$ cat src/rtl/microwave_pkg.sv
// Shared types and constants for the microwave countdown timer.
package microwave_pkg;

  localparam int BCD_W = 4;

  localparam logic [BCD_W-1:0] SEC_TENS_MAX = 4'd5;
  localparam logic [BCD_W-1:0] DIGIT_MAX    = 4'd9;

  typedef enum logic [1:0] {
    ST_IDLE = 2'd0,
    ST_RUN  = 2'd1,
    ST_DONE = 2'd2
  } state_e;

endpackage

$ cat src/rtl/tick_prescaler.sv
// Divides clk down to a one-cycle tick every TICK_DIV enabled cycles; holds while disabled.
module tick_prescaler #(
  parameter int TICK_DIV = 100,
  parameter int CNT_W    = 27
) (
  input  logic clk,
  input  logic rst_n,
  input  logic en,
  input  logic clr,
  output logic tick
);

  localparam logic [CNT_W-1:0] LAST = CNT_W'(TICK_DIV - 1);

  logic [CNT_W-1:0] cnt_q, cnt_d;

  assign tick = en && (cnt_q == LAST);

  always_comb begin
    cnt_d = cnt_q;
    if (clr) begin
      cnt_d = '0;
    end else if (en) begin
      cnt_d = tick ? '0 : cnt_q + CNT_W'(1);
    end
  end

  always_ff @(posedge clk or negedge rst_n) begin
    if (!rst_n) begin
      cnt_q <= '0;
    end else begin
      cnt_q <= cnt_d;
    end
  end

endmodule

$ cat src/rtl/microwave_timer.sv
// BCD mm:ss countdown timer: keypad entry while idle, decrements once per tick while heating.
module microwave_timer
  import microwave_pkg::*;
#(
  parameter int TICK_DIV = 100,
  parameter int CNT_W    = 27
) (
  input  logic             clk,
  input  logic             rst_n,
  input  logic             magnetron,
  input  logic             key_valid,
  input  logic [BCD_W-1:0] key_digit,
  input  logic             clear,
  output logic [BCD_W-1:0] min_tens,
  output logic [BCD_W-1:0] min_ones,
  output logic [BCD_W-1:0] sec_tens,
  output logic [BCD_W-1:0] sec_ones,
  output logic             finished_time,
  output logic             done_pulse
);

  state_e state_q, state_d;
  logic [BCD_W-1:0] mt_q, mo_q, st_q, so_q;
  logic [BCD_W-1:0] mt_d, mo_d, st_d, so_d;
  logic [BCD_W-1:0] dec_mt, dec_mo, dec_st, dec_so;
  logic fin_q, fin_d, done_q, done_d;
  logic time_nz, key_acc, run_en, tick, do_dec, dec_zero, enter_done;

  assign time_nz = |{mt_q, mo_q, st_q, so_q};
  assign key_acc = (state_q == ST_IDLE) && key_valid && (key_digit <= DIGIT_MAX) && !clear;

  // The prescaler also runs on the start cycle so the first decrement lands TICK_DIV cycles after start.
  assign run_en = magnetron && !clear && !key_acc &&
                  ((state_q == ST_RUN) || ((state_q == ST_IDLE) && time_nz));

  assign do_dec     = tick && time_nz;
  assign dec_zero   = ~|{dec_mt, dec_mo, dec_st, dec_so};
  assign enter_done = do_dec && dec_zero;

  tick_prescaler #(
    .TICK_DIV(TICK_DIV),
    .CNT_W   (CNT_W)
  ) u_prescaler (
    .clk  (clk),
    .rst_n(rst_n),
    .en   (run_en),
    .clr  (clear || enter_done),
    .tick (tick)
  );

  // sec_tens values 6-9 from keypad entry simply count down; only a borrow reloads it to 5.
  always_comb begin
    dec_mt = mt_q;
    dec_mo = mo_q;
    dec_st = st_q;
    dec_so = so_q;
    if (so_q != '0) begin
      dec_so = so_q - 1'b1;
    end else begin
      dec_so = DIGIT_MAX;
      if (st_q != '0) begin
        dec_st = st_q - 1'b1;
      end else begin
        dec_st = SEC_TENS_MAX;
        if (mo_q != '0) begin
          dec_mo = mo_q - 1'b1;
        end else begin
          dec_mo = DIGIT_MAX;
          dec_mt = mt_q - 1'b1;
        end
      end
    end
  end

  always_comb begin
    state_d = state_q;
    mt_d    = mt_q;
    mo_d    = mo_q;
    st_d    = st_q;
    so_d    = so_q;
    done_d  = 1'b0;
    if (clear) begin
      state_d = ST_IDLE;
      mt_d    = '0;
      mo_d    = '0;
      st_d    = '0;
      so_d    = '0;
    end else begin
      case (state_q)
        ST_IDLE: if (magnetron && time_nz) state_d = ST_RUN;
        ST_RUN:  if (!magnetron) state_d = ST_IDLE;
        ST_DONE: if (!magnetron) state_d = ST_IDLE;
        default: state_d = ST_IDLE;
      endcase
      if (key_acc) begin
        mt_d = mo_q;
        mo_d = st_q;
        st_d = so_q;
        so_d = key_digit;
      end
      if (do_dec) begin
        mt_d = dec_mt;
        mo_d = dec_mo;
        st_d = dec_st;
        so_d = dec_so;
        if (dec_zero) begin
          state_d = ST_DONE;
          done_d  = 1'b1;
        end
      end
    end
    fin_d = ~|{mt_d, mo_d, st_d, so_d};
  end

  always_ff @(posedge clk or negedge rst_n) begin
    if (!rst_n) begin
      state_q <= ST_IDLE;
      mt_q    <= '0;
      mo_q    <= '0;
      st_q    <= '0;
      so_q    <= '0;
      fin_q   <= 1'b1;
      done_q  <= 1'b0;
    end else begin
      state_q <= state_d;
      mt_q    <= mt_d;
      mo_q    <= mo_d;
      st_q    <= st_d;
      so_q    <= so_d;
      fin_q   <= fin_d;
      done_q  <= done_d;
    end
  end

  assign min_tens      = mt_q;
  assign min_ones      = mo_q;
  assign sec_tens      = st_q;
  assign sec_ones      = so_q;
  assign finished_time = fin_q;
  assign done_pulse    = done_q;

endmodule

$ cat config.mk
export PLATFORM = sky130hd
export DESIGN_NAME = microwave_timer
export DESIGN_NICKNAME = d
export VERILOG_FILES = /design/src/rtl/microwave_pkg.sv /design/src/rtl/tick_prescaler.sv /design/src/rtl/microwave_timer.sv
export SDC_FILE = /design/constraint.sdc
export NUM_CORES = 1
export LEC_CHECK = 0
export ABC_AREA = 1
export ABC_CLOCK_PERIOD_IN_PS = 5550
export CELL_PAD_IN_SITES_DETAIL_PLACEMENT = 2
export CELL_PAD_IN_SITES_GLOBAL_PLACEMENT = 2
export CORE_MARGIN = 8
export CORE_UTILIZATION = 37
export CTS_BUF_LIST = sky130_fd_sc_hd__clkbuf_4 sky130_fd_sc_hd__clkbuf_8
export DETAILED_ROUTE_END_ITERATION = 8
export GPL_ROUTABILITY_DRIVEN = 1
export PLACE_DENSITY = 0.93
export SLEW_MARGIN = 20
export SYNTH_ARGS = -nofsm -noshare
export SYNTH_HDL_FRONTEND = slang
export SYNTH_SLANG_ARGS = --single-unit
$ cat constraint.sdc
create_clock -name clk -period 5.55 [get_ports clk]
set_clock_uncertainty 0.2 [all_clocks]
set_input_delay 0.8325 -clock clk [delete_from_list [all_inputs] [get_ports clk]]
set_output_delay 0.8325 -clock clk [all_outputs]
set_load 0.02 [all_outputs]
==> qor.txt <==
run status -> finished, final reports clean
layout cells sized above 1 -> 8.02%
width of the chip -> 119 um
antenna violations before repair -> 0
capture point of the worst reg-to-reg path -> u_prescaler.cnt_q[26]
WL per Instance -> 20.3 um
Tot GR Track Use -> 21.3%
dominant combinational cell family by area after synthesis -> simple AND/OR/NAND/NOR gates
Warnings, synthesis -> 0
Overflow after GRT -> 0
total standard cell area after synthesis -> 3900 um^2
final period utilization -> 71.1%
area fraction in and, or, nand and nor cells after synthesis -> 43.9%
clock slew at the register clock pins of the worst setup and hold paths -> 0.10 ns
number of DRC markers after the initial detailed-route iteration -> 170
placeable core area -> 10300 um^2
origin of the critical flop-to-flop path -> state_q[0]
top cells by instance count after synthesis -> nand2_1, inv_1, nand4_1
register area -> 1180 um^2
Max Root-Sink Buffers -> 2
prevailing post-synth register cell -> dfrtp_1
worst min path class -> primary input to async pin
DRC -> 0
RD Place Congestion -> 0.848
clock period minus final worst setup slack -> 3.95 ns
post-detailed-placement half-perimeter wirelength -> 10100 um
number of enable-type register cells in the synthesized netlist -> 0
number of different library cells in the post-synthesis netlist -> 37
Setup violations, final -> 0
multi-input logic area -> 2200 um^2
cell types with the largest area share after synthesis -> dfrtp_1, nand2_1, nand4_1, inv_1, nor2_1
FFs w/ async S/R, synth -> 100%
ratio of routed vias to standard cells -> 5.58
residual antenna-violating net count after detailed routing -> 0
Non-Filler Instances -> 722
DIE AREA -> 14100 um^2
maximum frequency from static timing analysis -> 0.253 GHz
setup slack on the worst flop-to-flop path -> 2.22 ns
Placed Instance Area -> 4170 um^2
number of global-route vias before repair -> 4522
sequential fraction of the synthesis area -> 30.2%
final number of hold-violating endpoints -> 0
initial cell density of the core -> 37.9%
post-synthesis share of cell area spent on xor and xnor gates -> 6.06%
number of clock sinks -> 47
average cell area after synthesis -> 6.75 um^2
flop and latch count out of synthesis -> 47
first drt pass iteration count -> 4
global-route wire length before repair -> 24300 um
total number of H-tree levels -> 2
diodes inserted -> 0
number of fill cells -> 1277
clock tree root driver cell -> clkbuf_8
hold-fix buffers at CTS -> 0
count of cells along the worst register-to-register path -> 11
Compound-Gate Fraction of Synth Area -> 4.49%
worst slew margin relative to its limit -> 43.7%
post-synthesis mux area share -> 0.257%
master of the slowest instance on the critical path -> clkinv_1
number of max-cap violations -> 0
leakage dissipation -> 0.00226 uW
die span in y -> 119 um
startpoint-to-endpoint class of the critical path -> primary input to flop
post-CTS sizing -> 0
count of port buffers added during placement -> 26
Ports -> 27
worst vdd rail ir drop -> 0.0000879 V
Final Slew Violations -> 0
post-synthesis share of cell area spent on full adders, half adders and majority gates -> 1.60%
largest incremental delay on the critical path -> 0.77 ns
endpoint class of the critical path -> flop
critical path, cell by cell -> clkdlybuf4s50_1 > inv_2 > buf_4 > nand3_1 > a21oi_2 > buf_4 > clkinv_1 > nand4_1 > nand2_1
largest net degree at the start of global routing -> 72
WP data arrival -> 3.96 ns
worst hold slack -> 0.321 ns
CTS tree -> done
post-synthesis instance total -> 578
final wirelength -> 14700 um
sum of negative setup slack -> 0 ns
cell seen most often among critical-path stages -> buf_4
via count -> 4026
most used standard cell by instance count after synthesis -> nand2_1
Placement Rows -> 37
required arrival time at the worst endpoint -> 5.57 ns
number of nets in the layout -> 599
unrepaired setup endpoints after global routing -> false
Post-CTS Setup Bufs -> 0
Max Fanout on Critical Path -> 71
Yosys top cell area share -> 29.5%
fin area -> 4260 um^2
area overhead of the layout relative to synthesis -> 9.21%
Post-Synthesis Net Count -> 592
measured slew at the worst slew-check pin -> 0.839 ns
most area-hungry cell type in the Yosys netlist -> dfrtp_1
CTS Buf Count -> 5
ratio of total power to cell area -> 195 nW/um^2
Critical Path Source Type -> primary input
count of placed standard cells including taps -> 714
core utilization of the finished layout -> 41.4%
clock insertion delay at the later pin of the skew report -> 0.34 ns
## cell type report
| cell class | count | area share, % |
|---|---|---|
| sequential | 47 | 27.6 |
| timing repair buffer | 29 | 6.58 |
| inverter | 91 | 8.14 |
| multi-input combinational | 411 | 51.6 |
| clock buffer | 6 | 1.79 |
| clock inverter | 2 | 0.294 |
| tap | 136 | 4.00 |
## worst max-delay path by stage
stage,start,endpoint,slack [ns],cells after the start
4_1_cts,clear,u_prescaler.cnt_q[26],1.67,9
5_1_grt,clear,u_prescaler.cnt_q[26],1.46,9
2_1_floorplan,clear,finished_time,3.19,12
6_report,clear,u_prescaler.cnt_q[26],1.60,9
3_3_place_gp,clear,u_prescaler.cnt_q[12],1.60,9
3_5_place_dp,clear,u_prescaler.cnt_q[8],1.34,9
## cells by family (layout without fill, tap and decap cells)
logic type                 after synthesis  after routing
AOI/OAI and AO/OA                       32             32
xor gates and xnor gates                27             27
adders and majority gates                5              5
buffers and inverters                  120            128
DFF                                     47             47
muxes                                    1              1
and+or+nand+nor                        346            346
## registers in the layout, summed over array words and instances (netlist names)
signal	cells
u_prescaler.cnt_q	27
finished_time	1
state_q	2
min_ones	4
sec_ones	4
done_pulse	1
min_tens	4
sec_tens	4
## critical path, delay by kind of cell
kind / cells / cell delay, ns
compound gates: 1 / 0.15
buf+inv: 5 / 2.24
simple gates: 3 / 0.72
## through the flow
stage | setup slack, ns | power [uW]
6_report | 1.60 | 831
5_1_grt | 1.46 | 875
4_1_cts | 1.67 | 840
3_5_place_dp | 1.34 | 599
3_3_place_gp | 1.60 | 583
2_1_floorplan | 3.19 | 523
## placed cells by master (no fill, tap or decap), drive strengths merged, types with 7 or more instances in the layout
cell type,count
a21oi,7
clkdlybuf4s50,25
dfrtp,46
inv,88
nand2,148
nand3,34
nand4,70
nor2,69
nor3,15
nor4,8
o21ai,22
xor2,21
## power breakdown
part / switching [uW] / internal [uW]
Combinational: 166 / 67.6
Sequential: 11.4 / 352
Clock: 140 / 93.5
Total: 318 / 513
## metal layers
metal | wire length [um] | share of wire, % | track usage [%] | vias up
met1 | 6370 | 43 | 24.5 | 2051
met4 | 482 | 3.3 | 10.0 | 0
met3 | 327 | 2.2 | 2.90 | 29
met2 | 7510 | 51 | 38.0 | 59
li1 | - | - | - | 1887
met5 | 0 | 0 | 0 | -
(Power assumes the default switching activity.)
